File: config.mk
export PLATFORM = sky130hd
export DESIGN_NAME = pipeline_hazard_ctrl
export DESIGN_NICKNAME = d
export VERILOG_FILES = /design/src/rtl/pipeline_hazard_ctrl.sv
export SDC_FILE = /design/constraint.sdc
export NUM_CORES = 1
export LEC_CHECK = 0
export CORE_ASPECT_RATIO = 0.8
export CORE_MARGIN = 2
export CORE_UTILIZATION = 43
export CTS_CLUSTER_SIZE = 10
export DETAILED_ROUTE_END_ITERATION = 10
export GPL_TIMING_DRIVEN = 0
export PLACE_DENSITY = 0.71
export SETUP_SLACK_MARGIN = 0.3
export SLEW_MARGIN = 20
export SYNTH_ARGS = -nofsm -noshare
export SYNTH_HDL_FRONTEND = slang
export SYNTH_SLANG_ARGS = --single-unit
File: constraint.sdc
create_clock -name clk -period 2.73 [get_ports clk]
set_input_delay 0.546 -clock clk [delete_from_list [all_inputs] [get_ports clk]]
set_output_delay 0.546 -clock clk [all_outputs]
set_load 0.005 [all_outputs]
File: src/rtl/pipeline_hazard_ctrl.sv
// pipeline_hazard_ctrl
//   Decode-side pipeline controller. Generates the IF/ID and ID/EX register
//   controls for load-use bubbles, taken-branch flushes and data-memory freezes.
//   It also keeps saturating performance counters for stall, flush and freeze
//   cycles.
//
// Ports:
//   clk, reset                 rising-edge clock, synchronous active-high reset
//   id_rs, id_rt               source register fields of the instruction in ID
//   id_uses_rs, id_uses_rt     ID instruction actually reads rs / rt
//   id_ex_mem_read, id_ex_rd   load flag and destination currently in ID/EX
//   branch_taken               branch resolved taken this cycle (EX/MEM)
//   mem_busy                   data memory not ready
//   pc_write, if_id_write      PC / IF/ID load enables
//   if_id_flush, id_ex_flush   load NOP / all-zero controls
//   id_ex_bubble               zero ID/EX controls and set its stall flag
//   pipe_freeze                hold every pipeline register
//   stall_cnt, flush_cnt, freeze_cnt  saturating event counters
module pipeline_hazard_ctrl #(
    parameter int unsigned CNT_W           = 16,
    parameter int unsigned LU_STALL_CYCLES = 1
) (
    input  logic             clk,
    input  logic             reset,
    input  logic [4:0]       id_rs,
    input  logic [4:0]       id_rt,
    input  logic             id_uses_rs,
    input  logic             id_uses_rt,
    input  logic             id_ex_mem_read,
    input  logic [4:0]       id_ex_rd,
    input  logic             branch_taken,
    input  logic             mem_busy,
    output logic             pc_write,
    output logic             if_id_write,
    output logic             if_id_flush,
    output logic             id_ex_bubble,
    output logic             id_ex_flush,
    output logic             pipe_freeze,
    output logic [CNT_W-1:0] stall_cnt,
    output logic [CNT_W-1:0] flush_cnt,
    output logic [CNT_W-1:0] freeze_cnt
);

    typedef enum logic [0:0] {StRun, StLuStall} state_e;

    localparam logic [1:0]       LuInit = 2'(LU_STALL_CYCLES - 1);
    localparam logic [CNT_W-1:0] CntMax = '1;

    state_e           state_q, state_d;
    logic [1:0]       lu_left_q, lu_left_d;
    logic [CNT_W-1:0] stall_cnt_q, flush_cnt_q, freeze_cnt_q;
    logic             hz, stall;
    logic             stall_inc, flush_inc, freeze_inc;

    assign hz = id_ex_mem_read && (id_ex_rd != 5'd0) &&
                ((id_uses_rs && (id_rs == id_ex_rd)) || (id_uses_rt && (id_rt == id_ex_rd)));

    // hz is ignored in LU_STALL: ID/EX already holds a bubble.
    assign stall = (state_q == StLuStall) || hz;

    always_comb begin
        pc_write     = 1'b1;
        if_id_write  = 1'b1;
        if_id_flush  = 1'b0;
        id_ex_bubble = 1'b0;
        id_ex_flush  = 1'b0;
        pipe_freeze  = 1'b0;
        state_d      = state_q;
        lu_left_d    = lu_left_q;
        stall_inc    = 1'b0;
        flush_inc    = 1'b0;
        freeze_inc   = 1'b0;
        if (reset) begin
            pc_write    = 1'b0;
            if_id_write = 1'b0;
            if_id_flush = 1'b1;
            id_ex_flush = 1'b1;
        end else if (mem_busy) begin
            // Everything holds, including a pending branch, until memory is ready.
            pipe_freeze = 1'b1;
            pc_write    = 1'b0;
            if_id_write = 1'b0;
            freeze_inc  = 1'b1;
        end else if (branch_taken) begin
            // IF/ID stays write-enabled so it can capture the NOP.
            if_id_flush = 1'b1;
            id_ex_flush = 1'b1;
            state_d     = StRun;
            lu_left_d   = 2'd0;
            flush_inc   = 1'b1;
        end else if (stall) begin
            pc_write     = 1'b0;
            if_id_write  = 1'b0;
            id_ex_bubble = 1'b1;
            stall_inc    = 1'b1;
            if (state_q == StRun) begin
                if (LU_STALL_CYCLES == 1) begin
                    state_d   = StRun;
                    lu_left_d = 2'd0;
                end else begin
                    state_d   = StLuStall;
                    lu_left_d = LuInit;
                end
            end else begin
                lu_left_d = lu_left_q - 2'd1;
                if (lu_left_q == 2'd1) begin
                    state_d = StRun;
                end
            end
        end
    end

    always_ff @(posedge clk) begin
        if (reset) begin
            state_q      <= StRun;
            lu_left_q    <= 2'd0;
            stall_cnt_q  <= '0;
            flush_cnt_q  <= '0;
            freeze_cnt_q <= '0;
        end else begin
            state_q   <= state_d;
            lu_left_q <= lu_left_d;
            if (stall_inc && (stall_cnt_q != CntMax)) begin
                stall_cnt_q <= stall_cnt_q + 1'b1;
            end
            if (flush_inc && (flush_cnt_q != CntMax)) begin
                flush_cnt_q <= flush_cnt_q + 1'b1;
            end
            if (freeze_inc && (freeze_cnt_q != CntMax)) begin
                freeze_cnt_q <= freeze_cnt_q + 1'b1;
            end
        end
    end

    assign stall_cnt  = stall_cnt_q;
    assign flush_cnt  = flush_cnt_q;
    assign freeze_cnt = freeze_cnt_q;

endmodule

==> run_results.csv, run 1 <==
group,metric,value,unit
placed_design,port_buffers,74,
die,initial_utilization,0.445,
logic_synthesis,synth_ff_type,"dfxtp_1",
setup_path,reg2reg_from,"stall_cnt[0]",
logic_synthesis,yosys.area.top_type,"dfxtp_1",
sta,fmax,391,MHz
logic_synthesis,ys_warn_count,0,
logic_synthesis,ys_ff_latch,51,
sta,setup_violations,0,
clock_network,cts.sinks,51,
setup_path,crit_slowest_cell,"nor4_2",
layout,area_growth,42.6,%
sta,slew_headroom,0.400,
clock_network,cts_buffers,5,
sta,fin_skew,0.00660,ns
clock_network,clock_path_buffers,2,
logic_synthesis,netlist_top_cells_area,"dfxtp_1 39%, xor2_1 8.4%, nor2_1 6.3%",
sta,hold_violations,0,
sta,rsz0062_at_grt,"true",
drt,drt_pass1_iterations,5,
sta,fin_crit_sh,0.937,
sta,slew_viol_final,0,
layout,fin_util,0.634,
drt,drc,0,
pwr,p_per_area,352,mW/mm2
grt,grt_pass1_wl,10500,um
die,fp.dieW,91.2,um
die,die-area,0.00673,mm2
clock_network,cts_tree,"built",
logic_synthesis,netlist.area_leader.share,0.390,
setup_path,end_kind,"primary output",
placed_design,placed_area,0.00347,mm2
pwr,finalPower,1.31,mW
layout,diodes,0,
grt,grt_pass1_vias,2307,
drt,avgViaCountPerCell,5.26,
drt,ant_nets,0,
grt,gr-total-overflow,0,
clock_network,htree_num_levels,2,
setup_path,required,2.18,ns
logic_synthesis,netlist_area,0.00262,mm2
logic_synthesis,synth-edff-count,0,
drt,drt-wirelength-per-cell,13.7,um
sta,worst_slew_pin_slew,0.892,ns
logic_synthesis,synthArstFlopShare,0,
pwr,leakagePower,1.31,nW
logic_synthesis,synth_common_cells,"51 x dfxtp_1, 44 x nor2_1, 25 x xor2_1",
flow_run,drv_cap,0,
placed_design,place.gp.congestion,0.787,
drt,drt_iter0_drc,81,
setup_path,startpoint,"id_ex_rd[3]",
grt,grt_max_degree,15,
setup_path,crit_fanout,3,
logic_synthesis,syn_nets,341,
grt,antenna_found_initial,0,
setup_path,start_kind,"input pin",
drt,vias,2565,
placed_design,place_hpwl,4760,um
setup_path,slowest_delay,0.29,ns
die,io_pins,76,
die,core,0.00588,mm2
clock_network,clk_latency,0.30,ns
drt,routed_wl,6700,um
hold_path,min_from,"stall_cnt[5]",
logic_synthesis,synth.distinct_cells,47,
logic_synthesis,synthCells,315,
hold_path,hp-class,"flip-flop to flip-flop",
sta,finalCriticalPeriod,2.56,ns
outcome,status,"completed",
grt,track_usage,0.191,
placed_design,place_inst,470,
pwr,peakVddDrop,0.000255,V
clock_network,cts.clk_slew.worst_paths,0.09,ns
die,num_rows,25,
logic_synthesis,synth.most_common_cell,"dfxtp_1",
setup_path,crit_arrival,2.01,ns
layout,fin_nets,432,
setup_path,critPathKind,"input pin to primary output",
logic_synthesis,syn_area_per_cell,8.31,um2
layout,instances_no_fill,488,
layout,drive_gt1_frac,0.162,
clock_network,cts_root_buf,"clkbuf_8",
setup_path,worstPathCellList,"buf_8 > xor2_2 > nor4_2 > a32oi_2 > o21ba_4 > buf_8 > buf_6 > buf_6 > nor2_1 > buf_2",
layout,final_area,0.00373,mm2
die,dieHeight,73.8,um
logic_synthesis,synth-seq-area-share,0.390,
-- stage by stage --
stage | setup slack (ns) | TNS, ns | hold slack [ns]
5_1_grt | 0.123 | 0 | 0.542
3_3_place_gp | -0.822 | -4.97 | 0.486
2_1_floorplan | 0.282 | 0 | 0.466
4_1_cts | 0.0937 | 0 | 0.506
6_report | 0.173 | 0 | 0.501
3_5_place_dp | -0.814 | -4.66 | 0.494
-- state kept, by name, summed over array words and instances, names as in the netlist --
name and count:
flush_cnt 16, freeze_cnt 16, lu_left_q 2, stall_cnt 16, state_q 1
-- cell type report --
type	instances	area, um2
clock buffers	7	76.3
multi-input cells	237	1600
clock inverters	1	5.00
plain buffers	16	100
fillers	531	2150
repair buffers	84	781
well taps	81	101
inverters	11	41.3
flip-flops and latches	51	1020
-- path summary, 6_finish.rpt --
kind	to	slack, ns	cells after the start
worst min-delay path	stall_cnt[5]	0.50	2
worst min register to register	stall_cnt[5]	0.50	2
worst max register to register	stall_cnt[10]	0.47	8
worst max-delay path	id_ex_bubble	0.17	10
-- timing repair --
item | in CTS | in global routing
setup endpoints to repair | 19 | 14
hold buffers | 0 | 0
pin swaps | 17 | 10
setup buffers | 7 | 3
resized for setup | 87 | 20
-- layout by cell type, fill, tap and decap left out, types with 7 or more instances in the layout --
cell type | synthesis | layout
a21oi_1 | 14 | 13
nand2_1 | 21 | 21
nand4_1 | 13 | 13
nand3_1 | 18 | 18
o21ai_0 | 9 | 8
xor2_1 | 25 | 23
nor2_1 | 44 | 43
clkbuf_1 | 11 | 10
clkdlybuf4s50_1 | 0 | 54
xnor2_1 | 9 | 9
buf_2 | 2 | 9
nor3_1 | 10 | 7
inv_1 | 11 | 11
mux2_2 | 7 | 7
dfxtp_1 | 51 | 51
buf_4 | 2 | 11
-- critical path, delay by kind of cell --
| kind | cells | cell delay (ns) |
|---|---|---|
| AO/OA/AOI/OAI | 2 | 0.39 |
| XOR/XNOR | 1 | 0.17 |
| buffers and inverters | 5 | 0.55 |
| AND/OR/NAND/NOR | 2 | 0.36 |
-- logic make-up after synthesis --
kind of cell / synth area share
XOR/XNOR: 0.114
AO/OA/AOI/OAI: 0.0909
flip-flops: 0.390
adder cells (fa/ha/maj): 0.0191
AND/OR/NAND/NOR: 0.298
buffers and inverters: 0.0426
multiplexers: 0.0454
-- power by group --
group	leakage (nW)	internal (mW)	switching, mW
Clock	0.0422	0.181	0.242
Sequential	0.411	0.747	0.00573
Combinational	0.855	0.0682	0.0698
Total	1.31	0.996	0.318
-- routing by layer --
layer / global-route usage / vias up / routed length, um
met5: 0 / - / 0
li1: - / 1294 / -
met4: 0.0522 / 0 / 60
met1: 0.255 / 1188 / 3170
met2: 0.322 / 75 / 3140
met3: 0.0359 / 8 / 326
(Power assumes the default switching activity.)
==> inputs of run 2 (changes only) <==
CORE_UTILIZATION = 47   (was 43)
GPL_ROUTABILITY_DRIVEN = 0   (was not set)
GPL_TIMING_DRIVEN = not set   (was 0)
PLACE_DENSITY = 0.76   (was 0.71)
==> run 2 against run 1 <==
  * Total power increased by 4.6%
  * Clock-buffer cell count unchanged
  * Fmax rose by 3.9%
  * Critical path depth decreased by 4
  * First-iteration DRC count is 30% higher
  * Via count increased by 1.0%
  * Utilization up 5.8 points
  * Critical path type is now input pin to flip-flop
  * Largest cell class unchanged
  * Largest power group unchanged
==> run_results.csv, run 2 (synthesis gave the netlist of run 1 again) <==
group,metric,value,unit
flow_run,drv_cap,0,
die,num_rows,24,
drt,avgViaCountPerCell,5.50,
sta,rsz0062_at_grt,"true",
layout,fin_nets,431,
setup_path,required,2.95,ns
grt,grt_pass1_wl,10900,um
grt,grt_pass1_vias,2447,
pwr,peakVddDrop,0.000261,V
drt,routed_wl,6790,um
grt,grt_max_degree,32,
grt,antenna_found_initial,0,
clock_network,htree_num_levels,2,
setup_path,crit_slowest_cell,"nor4b_1",
drt,vias,2591,
hold_path,hp-class,"flip-flop to flip-flop",
layout,area_growth,43.0,%
setup_path,crit_family,"simple AND/OR/NAND/NOR gates",
sta,hold_violations,0,
hold_path,hold_path_depth,1,
pwr,leakagePower,1.33,nW
layout,layout_commonest_cell,"clkdlybuf4s50_1",
grt,gr-total-overflow,0,
setup_path,reg2reg_slack,0.45,ns
die,fp.dieW,87.4,um
die,initial_utilization,0.484,
setup_path,critPathKind,"input pin to flip-flop",
setup_path,start_kind,"input pin",
die,io_pins,76,
drt,drc,0,
clock_network,cts_root_buf,"clkbuf_8",
clock_network,cts_tree,"built",
drt,drt_pass1_iterations,5,
clock_network,cts_buffers,5,
layout,drive_gt1_frac,0.185,
die,core,0.00541,mm2
setup_path,reg2reg_to,"stall_cnt[3]",
setup_path,crit_fanout,13,
sta,setup_violations,0,
drt,ant_nets,0,
hold_path,min_from,"stall_cnt[5]",
pwr,p_per_area,367,mW/mm2
die,dieHeight,70.7,um
layout,final_cell_mix,"55 x clkdlybuf4s50_1, 51 x dfxtp_1, 42 x nor2_1, 24 x xor2_1, 21 x nand2_1",
setup_path,crit_arrival,2.68,ns
placed_design,place_inst,454,
setup_path,cp.buffers_inverters,2,
sta,fin_crit_sh,0.902,
sta,slew_headroom,0.623,
layout,diodes,0,
placed_design,place_hpwl,4520,um
setup_path,end_kind,"flip-flop",
grt,track_usage,0.216,
outcome,status,"completed",
setup_path,reg2reg_from,"stall_cnt[0]",
sta,finalCriticalPeriod,2.46,ns
clock_network,cts.sinks,51,
drt,drt-wirelength-per-cell,14.4,um
hold_path,hold_end,"stall_cnt[5]",
sta,hold_slack,0.519,ns
sta,fmax,406,MHz
clock_network,clk_latency,0.30,ns
clock_network,cts.clk_slew.worst_paths,0.09,ns
die,die-area,0.00618,mm2
setup_path,worstPathCellList,"clkdlybuf4s50_1 > or3_1 > a21oi_2 > inv_1 > nor4b_1 > mux2i_1",
clock_network,clock_path_buffers,2,
drt,drt_iter0_drc,105,
setup_path,slowest_delay,0.49,ns
placed_design,port_buffers,75,
setup_path,reg2reg_depth,7,
sta,slew_viol_final,0,
layout,instances_no_fill,471,
sta,worst_slew_pin_slew,0.560,ns
sta,fin_skew,0.00751,ns
run 2: changes by cell type in the layout (fill, tap and decap cells not counted), sizes merged:
cell	before	now
clkinvlp	0	1
clkbuf	20	10
clkdlybuf4s50	54	55
buf	29	34
dlygate4sd2	3	5
clkdlybuf4s15	1	2
clkinv	1	0
run 2: area by class of cell:
class | count | area, um2
Clock buffer | 7 | 96.3
Clock inverter | 1 | 7.51
Fill cell | 436 | 1660
Inverter | 11 | 41.3
Multi-Input combinational cell | 237 | 1590
Sequential cell | 51 | 1020
Tap cell | 65 | 81.3
Timing Repair Buffer | 99 | 902
run 2: per-stage QoR:
stage,total power [mW],utilization,cell area [um2],TNS [ns],worst slack [ns]
after floorplan,0.822,-,2630,0,0.282
after global placement,0.890,0.646,3490,-2.56,-0.401
after detailed placement,0.892,0.646,3490,-3.33,-0.438
after CTS,1.37,0.676,3650,0,0.291
after global routing,1.43,0.692,3740,0,0.161
final,1.37,0.692,3740,0,0.268
run 2: layer usage:
metal | vias to the layer above | wire (um) | global-route usage
li1 | 1285 | - | -
met1 | 1221 | 3150 | 0.296
met2 | 79 | 3270 | 0.342
met3 | 6 | 312 | 0.0443
met4 | 0 | 55 | 0.0667
met5 | - | 0 | 0
run 2: how the worst max path moves through the flow:
| stage | start | to | slack (ns) | cells past startpoint |
|---|---|---|---|---|
| finish | branch_taken | stall_cnt[3] | 0.27 | 6 |
| global route | branch_taken | stall_cnt[3] | 0.16 | 6 |
| CTS | id_ex_rd[1] | lu_left_q[0] | 0.29 | 16 |
| detailed placement | id_ex_rd[2] | if_id_write | -0.44 | 7 |
| global placement | id_ex_rd[2] | if_id_write | -0.40 | 7 |
| floorplan | id_ex_rd[1] | pc_write | 0.28 | 7 |
run 2: timing repair:
| action | CTS | global route |
|---|---|---|
| endpoints found under the setup margin | 18 | 10 |
| pin swaps | 11 | 11 |
| resized for setup | 61 | 25 |
| hold buffers | 0 | 0 |
| buffers inserted | 8 | 1 |
run 2: power breakdown:
| group | internal [mW] | total (mW) | switching, mW |
|---|---|---|---|
| clock network | 0.231 | 0.484 | 0.253 |
| registers | 0.747 | 0.753 | 0.00543 |
| logic | 0.0707 | 0.137 | 0.0667 |
| total | 1.05 | 1.37 | 0.325 |
